<file path="src/rtl/ssb_interp_nco.sv">
// ssb_interp_nco
//   Sample-rate interpolator plus frequency-offset NCO for the 1-bit DDS transmitter.
//   Signed offset samples arrive on a valid/ready stream into a one-entry slot. At each
//   sample boundary the interpolator snaps to the previous target and starts a linear ramp
//   towards the new sample. The ramp is added to a runtime carrier increment, and the
//   phase MSBs are emitted as RF while the VOX hang timer keeps the transmitter active.
// Ports
//   clk          system clock
//   rst          synchronous active-high reset
//   en_i         transmitter enable; low clears the sample path and VOX state
//   carrier_i    carrier phase increment, sampled every clock
//   s_data_i     signed offset sample
//   s_valid_i    sample valid
//   s_ready_o    sample ready (slot empty, enabled, not in reset)
//   rf_o         registered RF output (phase MSBs, zero when not transmitting)
//   phase_o      phase accumulator
//   tx_active_o  VOX transmit state
//   tick_o       one-cycle pulse at each sample boundary
//   underrun_o   one-cycle pulse at a boundary with no usable sample while transmitting
module ssb_interp_nco #(
   parameter int unsigned SAMPLE_W      = 32,
   parameter int unsigned PHASE_W       = 32,
   parameter int unsigned FRAC_W        = 16,
   parameter int unsigned INTERP_PERIOD = 2083,
   parameter int unsigned STEP_SHIFT    = 10,
   parameter logic [15:0] STEP_MUL      = 16'd32217,
   parameter int unsigned HANG_CYCLES   = 20000000,
   parameter int unsigned OUT_W         = 1
) (
   input  logic                clk,
   input  logic                rst,
   input  logic                en_i,
   input  logic [PHASE_W-1:0]  carrier_i,
   input  logic [SAMPLE_W-1:0] s_data_i,
   input  logic                s_valid_i,
   output logic                s_ready_o,
   output logic [OUT_W-1:0]    rf_o,
   output logic [PHASE_W-1:0]  phase_o,
   output logic                tx_active_o,
   output logic                tick_o,
   output logic                underrun_o
);

   localparam int unsigned CNT_W  = $clog2(INTERP_PERIOD);
   localparam int unsigned ACC_W  = SAMPLE_W + FRAC_W;
   localparam int unsigned DIFF_W = SAMPLE_W + 1;
   // Wide enough for diff * 17-bit signed multiplier and for the truncation to ACC_W.
   localparam int unsigned PROD_W = ACC_W + 18;
   localparam int unsigned HANG_W = $clog2(HANG_CYCLES + 1);

   logic [CNT_W-1:0]           cnt;
   logic                       tick;
   logic                       accept;
   logic signed [SAMPLE_W-1:0] nxt;
   logic signed [SAMPLE_W-1:0] target;
   logic                       nxt_valid;
   logic [1:0]                 ok_pipe;
   logic                       step_ok;
   logic signed [DIFF_W-1:0]   diff;
   logic signed [PROD_W-1:0]   prod;
   logic signed [ACC_W-1:0]    step_pre;
   logic signed [ACC_W-1:0]    step;
   logic signed [ACC_W-1:0]    acc;
   logic signed [SAMPLE_W-1:0] interp;
   logic [PHASE_W-1:0]         inc;
   logic [PHASE_W-1:0]         phase;
   logic [HANG_W-1:0]          hang;
   logic                       tx_active;

   assign tick      = (cnt == CNT_W'(INTERP_PERIOD - 1));
   assign s_ready_o = en_i & ~nxt_valid & ~rst;
   assign accept    = s_valid_i & s_ready_o;

   assign prod   = PROD_W'(diff) * PROD_W'($signed({1'b0, STEP_MUL}));
   // Integer part of the interpolator accumulator; fractional bits simply floor away.
   assign interp = acc[ACC_W-1 -: SAMPLE_W];

   assign phase_o     = phase;
   assign tx_active_o = tx_active;

   always_ff @(posedge clk) begin
      if (rst) begin
         cnt        <= '0;
         tick_o     <= 1'b0;
         nxt        <= '0;
         target     <= '0;
         nxt_valid  <= 1'b0;
         ok_pipe    <= '0;
         step_ok    <= 1'b0;
         diff       <= '0;
         step_pre   <= '0;
         step       <= '0;
         acc        <= '0;
         inc        <= '0;
         phase      <= '0;
         hang       <= '0;
         tx_active  <= 1'b0;
         rf_o       <= '0;
         underrun_o <= 1'b0;
      end else begin
         cnt        <= tick ? '0 : cnt + CNT_W'(1);
         tick_o     <= tick;
         underrun_o <= 1'b0;

         // Step pipeline runs freely; step_ok marks when step_pre reflects the slot.
         diff     <= DIFF_W'(nxt) - DIFF_W'(target);
         step_pre <= ACC_W'(prod >>> STEP_SHIFT);

         // Carrier plus offset, then accumulate; runs regardless of transmit state.
         inc   <= carrier_i + PHASE_W'(interp);
         phase <= phase + inc;
         rf_o  <= tx_active ? phase[PHASE_W-1 -: OUT_W] : '0;

         if (!en_i) begin
            nxt_valid <= 1'b0;
            ok_pipe   <= '0;
            step_ok   <= 1'b0;
            target    <= '0;
            step      <= '0;
            acc       <= '0;
            hang      <= '0;
            tx_active <= 1'b0;
         end else begin
            ok_pipe <= {ok_pipe[0], accept};
            if (ok_pipe[1]) begin
               step_ok <= 1'b1;
            end
            if (accept) begin
               nxt       <= s_data_i;
               nxt_valid <= 1'b1;
            end

            if (tick) begin
               // Snap to where the previous ramp should have landed.
               acc <= {target, {FRAC_W{1'b0}}};
               if (nxt_valid && step_ok) begin
                  target    <= nxt;
                  step      <= step_pre;
                  nxt_valid <= 1'b0;
                  step_ok   <= 1'b0;
               end else begin
                  step       <= '0;
                  underrun_o <= tx_active;
               end
            end else begin
               acc <= acc + step;
            end

            // A fresh sample reloads the hang timer even as it expires.
            if (accept) begin
               hang      <= HANG_W'(HANG_CYCLES);
               tx_active <= 1'b1;
            end else if (hang != '0) begin
               hang <= hang - HANG_W'(1);
            end else begin
               tx_active <= 1'b0;
            end
         end
      end
   end

endmodule

</file>
<file path="config.mk">
export PLATFORM = sky130hd
export DESIGN_NAME = ssb_interp_nco
export DESIGN_NICKNAME = d
export VERILOG_FILES = /design/src/rtl/ssb_interp_nco.sv
export SDC_FILE = /design/constraint.sdc
export NUM_CORES = 2
export LEC_CHECK = 0
export ABC_CLOCK_PERIOD_IN_PS = 16500
export CAP_MARGIN = 20
export CORE_ASPECT_RATIO = 0.5
export CORE_UTILIZATION = 59
export DETAILED_ROUTE_END_ITERATION = 8
export DONT_BUFFER_PORTS = 1
export GPL_TIMING_DRIVEN = 0
export PLACE_DENSITY_LB_ADDON = 0.15
export SETUP_SLACK_MARGIN = 0.2
export SLEW_MARGIN = 0
export SYNTH_ARGS = -nofsm -noshare
export SYNTH_HDL_FRONTEND = slang
export SYNTH_SLANG_ARGS = --single-unit
</file>
<file path="constraint.sdc">
create_clock -name clk -period 16.5 [get_ports clk]
set_clock_uncertainty 0.2 [all_clocks]
set_input_delay 2.475 -clock clk [delete_from_list [all_inputs] [get_ports clk]]
set_output_delay 2.475 -clock clk [all_outputs]
set_load 0.1 [all_outputs]
</file>
==> flow_summary.toml <==
[status]
status = "finished clean"

[yosys]
yosysMostFrequentCell = "inv_1"
netlist_instances = 3195
yosysWarnings = 0
syn_area_sq_um = 28700
synth_edf_count = 0
yosys.cell_types.count = 73
synth_nets = 3889
yosys_most_used_dff = "dfxtp_1"
seq_area_frac_synth_pct = 23.2
synth_area_leader_cell = "dfxtp_1"
ys_async_sr_fraction_pct = 0
ys_seq_elements = 332
synthDominantCellAreaShare_pct = 23.2
yosys-top-cells-count = "557 x inv_1, 332 x dfxtp_1, 331 x ha_1"
avgSynthCellArea_sq_um = 8.98
synthTopCellsByArea = "dfxtp_1 23%, fa_1 21%, ha_1 14%, inv_1 7.3%, a21oi_1 3.6%"

[clock_tree]
hold_buffers = 0
tritoncts = "built"
cts_resized = 0
clock-root-buffer = "clkbuf_16"
clk_latency_ns = 0.53
htreeDepth = 2
postCtsSetupRepairBufs = 0
clkTransAtPathRegs_ns = 0.07
clkSinkCount = 332
numCtsBuffers = 35
clock_path_buffers = 3

[setup_path]
cp.depth = 21
crit_path_max_incr_delay_ns = 0.79
crit_top_cell = "fa_1"
cp-start-kind = "flop"
crit_type = "flop to flop"
crit_required_ns = 16.69
path_delay_family = "adder cells"
cp-end-kind = "flop"
cp.arrival_ns = 7.86
crit_slowest_cell = "o41ai_1"
ff2ff_path_depth = 21
path_buf_inv = 5
worst-path-max-fanout = 8
crit_chain = "inv_1 > fa_1 > inv_1 > fa_1 > fa_1 > fa_1 > fa_1 > inv_1 > fa_1 > inv_1 > ha_1 > clkbuf_1 > o211a_1 > o2111ai_1 > nand2_1 > o21ai_1 > o41ai_1 > nand2_1 > o21ai_0 > a211oi_1 > nor3_1"

[placement]
placed_cells = 3837
gp_congestion = 0.965
port_buffers = 0
dp_hpwl_um = 60200

[floorplanning]
num_io_pins = 105
dieArea_sq_um = 49600
die_h_um = 158
core_sq_um = 47400
row_count = 56
die_x_um = 314
initial_utilization_pct = 60.5

[sta]
setup_viol_count_final = 0
hold_violations = 0
min_period_over_period_pct = 46.5
fmax_ghz = 0.130
slew_headroom_pct = 25.5
rsz0062_at_grt = "false"
max_slew.worst_pin.slew_ns = 1.12
finalMaxSlewViolations = 0
fin_crit_ns = 7.67
hold_slack_ns = 0.235
setup_tns_ns = 0

[layout]
drive_gt1_share_pct = 2.70
fin_cells = 3901
nets = 3931
area_growth_pct = 7.28

[route]
drc = 0
vias_per_cell = 5.62
vias = 21900
antenna_left = 0
dr.first_iter.drc_count = 1684
routed_wl_um = 72400
first_pass_iters = 5
wl_per_cell_um = 18.6

[global_routing]
grt_pass1_wl_um = 114000
grt_start_max_net_pins = 19
grt_overflow = 0
grt_pass1_vias = 21300
antenna_found_initial = 2
grt_usage_pct = 29.6

[worst_hold_path]
min_delay_path_depth = 1
hp-class = "flop to flop"

[run]
max-cap-violations = 0
[per-layer routing]
metal / global-route usage, % / vias to the layer above / part of all wire, %
met5: 0 / - / 0
met4: 7.22 / 0 / 2.2
met3: 4.19 / 111 / 7.2
met2: 45.9 / 651 / 42
met1: 43.5 / 10500 / 48
li1: - / 10700 / -
[cells in the final DEF, fill, tap and decap left out, types with 36 or more instances in the layout]
master and count:
a21o_1 117, a21oi_1 204, a22o_1 72, clkbuf_1 83, clkbuf_16 36, dfxtp_1 332, fa_1 295, ha_1 331
inv_1 557, nand2_1 213, nand3_1 39, nor2_1 240, nor2b_1 37, o21ai_0 100, xnor2_1 107, xor2_1 74
[area by class of cell]
cell class	instances	area, sq um
clock inverter	14	175
antenna	1	2.50
fill	3928	16600
timing repair buffer	5	85.1
tap	638	798
inverter	557	2090
clock buffer	48	1030
buffer	85	319
sequential	332	6650
multi-input combinational	2221	19600
[through the flow]
stage | instance area (sq um) | utilization [%] | setup slack, ns
after CTS | 30800 | 64.9 | 8.96
after global placement | 29500 | 62.2 | 9.11
after detailed placement | 29600 | 62.4 | 9.01
after floorplan | 28700 | - | 9.91
after global routing | 30800 | 64.9 | 8.48
final | 30800 | 64.9 | 8.83
[sequential cells by signal (all words and copies together) (netlist names), 2 cells and up]
register	cells
nxt	32
cnt	12
acc	48
diff	33
target	32
hang	25
inc	32
step_pre	39
step	39
phase_o	32
ok_pipe	2
[worst register-to-register path, cell delays in order (launching register included)]
cell and delay (ns):
dfxtp_1 0.73, inv_1 0.27, fa_1 0.58, inv_1 0.05, fa_1 0.54, fa_1 0.53
fa_1 0.51, fa_1 0.54, inv_1 0.06, fa_1 0.54, inv_1 0.04, ha_1 0.26
clkbuf_1 0.27, o211a_1 0.21, o2111ai_1 0.10, nand2_1 0.09, o21ai_1 0.19, o41ai_1 0.80
nand2_1 0.21, o21ai_0 0.33, a211oi_1 0.12, nor3_1 0.36
[final timing paths]
kind | start | endpoint | slack (ns)
hold reg to reg | ok_pipe[1] | step_ok | 0.24
setup reg to reg | diff[6] | step_pre[34] | 8.83
setup / recovery | diff[6] | step_pre[34] | 8.83
hold / removal | ok_pipe[1] | step_ok | 0.24
[cells by family after synthesis]
family	after synthesis	synth area share, %
AOI/OAI and AO/OA	679	15.7
xor gates and xnor gates	181	5.52
adders and majority gates	626	35.0
buffers and inverters	642	8.40
DFF	332	23.2
muxes	11	0.414
and+or+nand+nor	724	11.8
Power is not shown: default switching activity piles up to over one toggle a cycle in this logic, so the estimate is an artifact.
